[config.mk]
export PLATFORM = sky130hd
export DESIGN_NAME = ex_stage
export DESIGN_NICKNAME = d
export VERILOG_FILES = /design/src/rtl/ex_pkg.sv /design/src/rtl/ex_div_unit.sv /design/src/rtl/ex_stage.sv
export SDC_FILE = /design/constraint.sdc
export NUM_CORES = 1
export LEC_CHECK = 0
export ABC_AREA = 1
export ABC_CLOCK_PERIOD_IN_PS = 10750
export CELL_PAD_IN_SITES_DETAIL_PLACEMENT = 1
export CELL_PAD_IN_SITES_GLOBAL_PLACEMENT = 2
export CORE_ASPECT_RATIO = 0.75
export CORE_MARGIN = 1
export CORE_UTILIZATION = 32
export DETAILED_ROUTE_END_ITERATION = 8
export GPL_TIMING_DRIVEN = 0
export PLACE_DENSITY_LB_ADDON = 0.1
export SKIP_LAST_GASP = 1
export SYNTH_ARGS = -nofsm -noshare
export SYNTH_HDL_FRONTEND = slang
export SYNTH_SLANG_ARGS = --single-unit
[constraint.sdc]
create_clock -name clk -period 10.75 [get_ports clk]
set_input_delay 2.15 -clock clk [delete_from_list [all_inputs] [get_ports clk]]
set_output_delay 2.15 -clock clk [all_outputs]
set_load 0.02 [all_outputs]
[src/rtl/ex_pkg.sv]
// ex_pkg: shared constants and types for the MIPS execute stage.
// Holds the ALU class/subtype encodings produced by ID, the divider state
// encoding and the divider result record.
package ex_pkg;

  // Operation classes (alu_sel_i)
  localparam logic [2:0] SEL_NOP   = 3'b000;
  localparam logic [2:0] SEL_LOGIC = 3'b001;
  localparam logic [2:0] SEL_SHIFT = 3'b010;
  localparam logic [2:0] SEL_MOVE  = 3'b011;
  localparam logic [2:0] SEL_ARITH = 3'b100;
  localparam logic [2:0] SEL_DIV   = 3'b101;

  // Operation subtypes (alu_op_i)
  localparam logic [7:0] OP_AND  = 8'h24;
  localparam logic [7:0] OP_OR   = 8'h25;
  localparam logic [7:0] OP_XOR  = 8'h26;
  localparam logic [7:0] OP_NOR  = 8'h27;
  localparam logic [7:0] OP_SLL  = 8'h00;
  localparam logic [7:0] OP_SRL  = 8'h02;
  localparam logic [7:0] OP_SRA  = 8'h03;
  localparam logic [7:0] OP_MFHI = 8'h10;
  localparam logic [7:0] OP_MTHI = 8'h11;
  localparam logic [7:0] OP_MFLO = 8'h12;
  localparam logic [7:0] OP_MTLO = 8'h13;
  localparam logic [7:0] OP_DIV  = 8'h1A;
  localparam logic [7:0] OP_DIVU = 8'h1B;
  localparam logic [7:0] OP_ADDU = 8'h21;
  localparam logic [7:0] OP_SUBU = 8'h23;
  localparam logic [7:0] OP_SLT  = 8'h2A;
  localparam logic [7:0] OP_SLTU = 8'h2B;

  // Divider states
  typedef logic [1:0] div_state_t;
  localparam div_state_t DIV_IDLE = 2'd0;
  localparam div_state_t DIV_BUSY = 2'd1;
  localparam div_state_t DIV_DONE = 2'd2;

  // Divider result: quotient goes to LO, remainder to HI
  typedef struct packed {
    logic [31:0] quo;
    logic [31:0] rem;
  } div_res_t;

  // Magnitude of a value, treating it as two's complement only when signed
  function automatic logic [31:0] abs32(input logic [31:0] v, input logic use_sign);
    return (use_sign && v[31]) ? (32'd0 - v) : v;
  endfunction

endpackage

[src/rtl/ex_div_unit.sv]
// div_unit: 32-iteration restoring divider for DIV/DIVU.
// Divides magnitudes, then sign-corrects in DONE. Divide by zero skips the
// iterations and reports quo=0xFFFFFFFF, rem=raw dividend.
module div_unit
  import ex_pkg::*;
(
  input  logic        clk,
  input  logic        rst,
  input  logic        start,
  input  logic        sgn,
  input  logic [31:0] dividend,
  input  logic [31:0] divisor,
  input  logic        abort,
  output logic        busy,
  output logic        done,
  output logic [31:0] quo,
  output logic [31:0] rem
);

  div_state_t  state_r;
  logic [4:0]  count_r;
  logic [31:0] quo_r;
  logic [31:0] rem_r;
  logic [31:0] dvs_r;
  logic [31:0] dividend_r;
  logic        neg_q_r;
  logic        neg_r_r;
  logic        div0_r;
  logic [32:0] trial_s;
  logic [32:0] sub_s;
  div_res_t    res_s;

  assign trial_s = {rem_r, quo_r[31]};
  assign sub_s   = trial_s - {1'b0, dvs_r};

  // Divider FSM, iteration counter and partial remainder/quotient
  always_ff @(posedge clk) begin
    if (rst) begin
      state_r    <= DIV_IDLE;
      count_r    <= 5'd0;
      quo_r      <= 32'd0;
      rem_r      <= 32'd0;
      dvs_r      <= 32'd0;
      dividend_r <= 32'd0;
      neg_q_r    <= 1'b0;
      neg_r_r    <= 1'b0;
      div0_r     <= 1'b0;
    end else if (abort) begin
      state_r <= DIV_IDLE;
      count_r <= 5'd0;
    end else begin
      case (state_r)
        DIV_IDLE: begin
          if (start) begin
            dividend_r <= dividend;
            count_r    <= 5'd0;
            if (divisor == 32'd0) begin
              div0_r  <= 1'b1;
              state_r <= DIV_DONE;
            end else begin
              div0_r  <= 1'b0;
              quo_r   <= abs32(dividend, sgn);
              rem_r   <= 32'd0;
              dvs_r   <= abs32(divisor, sgn);
              neg_q_r <= sgn & (dividend[31] ^ divisor[31]);
              neg_r_r <= sgn & dividend[31];
              state_r <= DIV_BUSY;
            end
          end
        end
        DIV_BUSY: begin
          if (trial_s >= {1'b0, dvs_r}) begin
            rem_r <= sub_s[31:0];
            quo_r <= {quo_r[30:0], 1'b1};
          end else begin
            rem_r <= trial_s[31:0];
            quo_r <= {quo_r[30:0], 1'b0};
          end
          count_r <= count_r + 5'd1;
          if (count_r == 5'd31) begin
            state_r <= DIV_DONE;
          end else begin
            state_r <= DIV_BUSY;
          end
        end
        DIV_DONE: state_r <= DIV_IDLE;
        default:  state_r <= DIV_IDLE;
      endcase
    end
  end

  // Handshake outputs and sign-corrected result
  always_comb begin
    busy = ~abort & (((state_r == DIV_IDLE) & start) | (state_r == DIV_BUSY));
    done = ~abort & (state_r == DIV_DONE);
    if (div0_r) begin
      res_s.quo = 32'hFFFF_FFFF;
      res_s.rem = dividend_r;
    end else begin
      res_s.quo = neg_q_r ? (32'd0 - quo_r) : quo_r;
      res_s.rem = neg_r_r ? (32'd0 - rem_r) : rem_r;
    end
    quo = res_s.quo;
    rem = res_s.rem;
  end

endmodule

[src/rtl/ex_stage.sv]
// ex_stage: execute stage of the 5-stage MIPS pipeline.
// Combinational ALU (logic/shift/move/arith), HI/LO registers, and an
// optional sequential divider enabled by defining EX_DIV_EN.
module ex_stage
  import ex_pkg::*;
(
  input  logic        clk,
  input  logic        rst,
  input  logic [7:0]  alu_op_i,
  input  logic [2:0]  alu_sel_i,
  input  logic [31:0] op1_i,
  input  logic [31:0] op2_i,
  input  logic        wreg_en_i,
  input  logic [4:0]  wreg_addr_i,
  input  logic        flush_i,
  output logic [31:0] wdata_o,
  output logic        wreg_en_o,
  output logic [4:0]  wreg_addr_o,
  output logic        stall_req_o
);

  logic [31:0] hi_r;
  logic [31:0] lo_r;
  logic [31:0] result_s;
  logic        gpr_s;
  logic        hi_we_s;
  logic        lo_we_s;
  logic [31:0] hi_nx_s;
  logic [31:0] lo_nx_s;
  logic        div_start_s;
  logic        div_signed_s;
  logic        div_busy_s;
  logic        div_done_s;
  logic [31:0] div_quo_s;
  logic [31:0] div_rem_s;

`ifdef EX_DIV_EN
  div_unit u_div (
    .clk      (clk),
    .rst      (rst),
    .start    (div_start_s),
    .sgn      (div_signed_s),
    .dividend (op1_i),
    .divisor  (op2_i),
    .abort    (flush_i),
    .busy     (div_busy_s),
    .done     (div_done_s),
    .quo      (div_quo_s),
    .rem      (div_rem_s)
  );
`else
  assign div_busy_s = 1'b0;
  assign div_done_s = 1'b0;
  assign div_quo_s  = 32'd0;
  assign div_rem_s  = 32'd0;
`endif

  // Decode the operation into a GPR result and HI/LO write requests
  always_comb begin
    result_s     = 32'd0;
    gpr_s        = 1'b0;
    hi_we_s      = 1'b0;
    lo_we_s      = 1'b0;
    hi_nx_s      = hi_r;
    lo_nx_s      = lo_r;
    div_start_s  = 1'b0;
    div_signed_s = 1'b0;
    case (alu_sel_i)
      SEL_NOP: gpr_s = 1'b1;
      SEL_LOGIC: begin
        gpr_s = 1'b1;
        case (alu_op_i)
          OP_OR:   result_s = op1_i | op2_i;
          OP_AND:  result_s = op1_i & op2_i;
          OP_XOR:  result_s = op1_i ^ op2_i;
          OP_NOR:  result_s = ~(op1_i | op2_i);
          default: gpr_s = 1'b0;
        endcase
      end
      SEL_SHIFT: begin
        gpr_s = 1'b1;
        case (alu_op_i)
          OP_SLL:  result_s = op2_i << op1_i[4:0];
          OP_SRL:  result_s = op2_i >> op1_i[4:0];
          OP_SRA:  result_s = $unsigned($signed(op2_i) >>> op1_i[4:0]);
          default: gpr_s = 1'b0;
        endcase
      end
      SEL_MOVE: begin
        case (alu_op_i)
          OP_MFHI: begin result_s = hi_r; gpr_s = 1'b1; end
          OP_MFLO: begin result_s = lo_r; gpr_s = 1'b1; end
          OP_MTHI: begin hi_we_s = 1'b1; hi_nx_s = op1_i; end
          OP_MTLO: begin lo_we_s = 1'b1; lo_nx_s = op1_i; end
          default: gpr_s = 1'b0;
        endcase
      end
      SEL_ARITH: begin
        gpr_s = 1'b1;
        case (alu_op_i)
          OP_ADDU: result_s = op1_i + op2_i;
          OP_SUBU: result_s = op1_i - op2_i;
          OP_SLT:  result_s = {31'd0, $signed(op1_i) < $signed(op2_i)};
          OP_SLTU: result_s = {31'd0, op1_i < op2_i};
          default: gpr_s = 1'b0;
        endcase
      end
`ifdef EX_DIV_EN
      SEL_DIV: begin
        case (alu_op_i)
          OP_DIV:  begin div_start_s = 1'b1; div_signed_s = 1'b1; end
          OP_DIVU: begin div_start_s = 1'b1; div_signed_s = 1'b0; end
          default: div_start_s = 1'b0;
        endcase
      end
`endif
      default: gpr_s = 1'b0;
    endcase
    // Divider completion owns HI/LO for its DONE cycle
    if (div_done_s) begin
      hi_we_s = 1'b1;
      lo_we_s = 1'b1;
      hi_nx_s = div_rem_s;
      lo_nx_s = div_quo_s;
    end else begin
      div_signed_s = div_signed_s;
    end
  end

  // HI/LO registers; a flushed instruction never writes them
  always_ff @(posedge clk) begin
    if (rst) begin
      hi_r <= 32'd0;
      lo_r <= 32'd0;
    end else begin
      if (hi_we_s && !flush_i) hi_r <= hi_nx_s;
      if (lo_we_s && !flush_i) lo_r <= lo_nx_s;
    end
  end

  // Outputs to EX/MEM, held quiet while reset is asserted
  always_comb begin
    if (rst) begin
      wdata_o     = 32'd0;
      wreg_en_o   = 1'b0;
      wreg_addr_o = 5'd0;
      stall_req_o = 1'b0;
    end else begin
      wdata_o     = result_s;
      wreg_en_o   = wreg_en_i & gpr_s & ~flush_i;
      wreg_addr_o = wreg_addr_i;
      stall_req_o = div_busy_s;
    end
  end

endmodule
==> flow_metrics.py <==
metrics = {
    "outcome": {
        "status": "finished clean",
    },
    "sta": {
        "period_share_pct": 97.8,
        "fmax_mhz": 95.2,
        "finalSetupTns_ps": 0,
        "finalHoldViolations": 0,
        "slew_headroom_pct": 4.32,
        "finalWorstSetupSlack_ps": 242,
        "tightest_slew_ps": 1430,
        "finalSetupViolCount": 0,
        "slew_viol_final": 0,
        "period_needed_ps": 10510,
        "fin_skew_ps": 0,
        "rsz0062_at_grt": "no",
    },
    "setup_path": {
        "cp.required_ps": 8600,
        "cp_top_family": "buffers and inverters",
        "critPathMaxStageDelay_ps": 920,
        "start_kind": "input pin",
        "critical_path_class": "input pin to output pin",
        "end_kind": "output pin",
        "cp_num_buf_inv": 7,
        "cp_cell_sequence": "clkdlybuf4s50_1, clkinv_1, clkbuf_1, buf_1, ha_1, clkbuf_1, inv_1, nand2_1, nand2_1, nand3_1, nand2_1, nand2_1, nand2_1, nand2_1, nand3_1, nand3_1, o21ai_0, nand2_1, a21oi_1, clkdlybuf4s50_1",
        "crit_top_cell": "nand2_1",
        "reg2reg_slack_ps": 9910,
        "reg2reg_to": "lo_r[3]",
        "cp_slowest_cell": "buf_1",
        "path_max_fanout": 10,
        "crit_arrival_ps": 8360,
        "r2r_cells": 2,
        "r2r-start": "lo_r[3]",
    },
    "cells_and_area": {
        "fin_util_pct": 37.8,
        "final_cells": 3381,
        "stdcell_area_sq_um": 15900,
        "syn_to_final_growth_pct": 16.5,
        "layout.nets": 2991,
        "drive_above_1_share_pct": 2.99,
    },
    "placed_design": {
        "place_area_sq_um": 15600,
        "gp_congestion": 1.05,
        "detailed_place_hpwl_um": 79700,
        "dpl.cell_count": 3364,
        "pre_cts_ws_ps": 542,
        "port_buffers": 120,
    },
    "die": {
        "num_rows": 65,
        "start_util_pct": 32.4,
        "coreArea_sq_um": 42000,
        "boundaryPins": 123,
        "dieHeight_um": 181,
        "fp.dieArea_sq_um": 43500,
        "dieWidth_um": 240,
    },
    "clock_tree": {
        "numClockSinks": 64,
        "cts_root_buf": "clkbuf_16",
        "cts_buffers": 9,
        "ctsHoldBuffers": 0,
        "postCtsSetupRepairBufs": 0,
        "clockBufferDepth": 2,
        "worstSkewPairLatency_ps": 330,
        "post_cts_resized": 0,
        "cts_max_level": 3,
        "path_clk_slew_ps": 60,
        "cts_tree": "yes",
    },
    "synth": {
        "synth-main-ff-cell": "dfxtp_1",
        "synth_edf_count": 0,
        "synth_top_area_share_pct": 25.0,
        "seq_area_frac_synth_pct": 9.39,
        "avgSynthCellArea_sq_um": 5.10,
        "yosysWarnings": 0,
        "synth_common_cells": "nand2_1 (908), nand3_1 (389), inv_1 (355), nor2_1 (283), a21oi_1 (119)",
        "ys_async_sr_fraction_pct": 0,
        "ys_seq_elements": 64,
        "synth_largest_area_cell": "nand2_1",
        "syn_inst": 2675,
        "yosysUniqueCellTypes": 39,
        "synth.net_count": 2860,
        "synth.most_common_cell": "nand2_1",
        "synthTopCellsByArea": "nand2_1 (25%), nand3_1 (14%), inv_1 (9.8%)",
        "synth_area_sq_um": 13600,
    },
    "route": {
        "final_antenna_net_count": 0,
        "vias": 19900,
        "routed_wl_um": 95100,
        "first_iter_violations": 2540,
        "firstDrtPassIters": 6,
        "drcViolationCount": 0,
        "wl_per_cell_um": 28.1,
        "vias_per_cell": 5.87,
    },
    "global_route": {
        "grt_max_degree": 12,
        "antenna_found_initial": 5,
        "grt.overflow.total": 0,
        "grt_pass1_vias": 19000,
        "use_met1_pct": 63.4,
        "grt_pass1_wl_um": 133000,
        "grt_use_total_pct": 42.9,
        "met3_usage_pct": 14.8,
        "busiest_layer": "met1",
        "grt.met2_usage_pct": 56.8,
    },
    "pwr": {
        "internal_power_w": 0.000606,
        "p_sw_w": 0.000558,
        "power.switching_fraction_pct": 47.9,
        "power_leakage_nw": 8.01,
        "p_comb_share_pct": 50.6,
        "p_per_area_nw_per_um2": 73.3,
        "share_seq_of_total_power_pct": 20.4,
        "max-vdd-ir-drop_uv": 57.1,
        "p_clk_share_pct": 29.0,
    },
    "flow_run": {
        "maxCapViolations": 0,
    },
    "worst_hold_path": {
        "holdPathEnd": "lo_r[11]",
        "hp-class": "flip-flop to flip-flop",
        "hp-start": "lo_r[11]",
        "whs_path_depth": 2,
    },
}
## power by group through the flow
stage,clock (W),combinational [W],sequential [W]
4_1_cts,0.000334,0.000560,0.000237
6_report,0.000338,0.000590,0.000237
5_1_grt,0.000343,0.000624,0.000237
3_3_place_gp,0,0.000546,0.000243
2_1_floorplan,0,0.000311,0.000243
3_5_place_dp,0,0.000557,0.000243
## layout make-up
cell class                 count  area [sq um]
fill                        6076         26100
multi-input combinational   2123         10500
inverter                     362          1360
sequential                    64          1280
timing repair buffer         120          1200
tap                          569           712
buffer                       126           522
clock buffer                  12           267
clock inverter                 4          75.1
antenna                        1          2.50
## layout by cell type (no fill, tap or decap), types with 2 or more instances in the layout
master	count
a211oi_1	39
a211oi_2	25
a21oi_1	119
a22o_1	23
and2_1	13
and3_1	2
buf_1	11
buf_2	24
buf_4	5
bufinv_16	2
clkbuf_1	86
clkbuf_16	9
clkbuf_8	3
clkdlybuf4s50_1	120
clkinv_1	2
clkinvlp_4	2
dfxtp_1	64
fa_1	2
ha_1	99
inv_1	355
inv_2	5
mux2i_1	2
nand2_1	908
nand3_1	389
nand3b_1	5
nand4_1	19
nor2_1	283
nor2_2	3
nor3_1	15
o211ai_1	17
o21a_1	2
o21ai_0	112
o21ai_1	2
o21bai_1	5
o22ai_1	28
or2_2	3
## metrics by stage
step	hold WS [ps]	total power (W)
2_1_floorplan	471	0.000554
3_3_place_gp	480	0.000789
3_5_place_dp	491	0.000800
4_1_cts	499	0.00113
5_1_grt	519	0.00120
6_report	499	0.00116
## layer usage
layer,wire [um],share of wire (%),up-vias
li1,-,-,8871
met1,44400,47,9662
met2,35100,37,1142
met3,12400,13,172
met4,3270,3.4,4
met5,34,0.036,-
## state kept, by name, summed over array words and instances, names as in the netlist
| name | count |
|---|---|
| lo_r | 32 |
| hi_r | 32 |
## cells by family after synthesis
group	count (synthesis)	synth area share, %
adder cells (fa/ha/maj)	101	9.37
AO/OA/AOI/OAI	373	17.1
other	1	0.0275
multiplexers	2	0.147
buffers and inverters	488	13.8
AND/OR/NAND/NOR	1645	50.1
flip-flops	64	9.39
XOR/XNOR	1	0.0642
## worst min-delay path, cell delays in order (launching register included)
cell and delay, ps:
dfxtp_1 310, nor2_1 100, a211oi_1 50
## worst max-delay path by stage
stage,depth (start not counted),end,startpoint,slack [ps]
global placement,20,wdata_o[18],op1_i[2],620
CTS,20,wdata_o[18],op1_i[2],550
floorplan,18,wdata_o[18],op1_i[2],4120
detailed placement,20,wdata_o[18],op1_i[2],540
global route,21,wdata_o[18],op1_i[2],220
finish,20,wdata_o[18],op1_i[2],240
No activity file was read; power rests on OpenSTA's default activity.
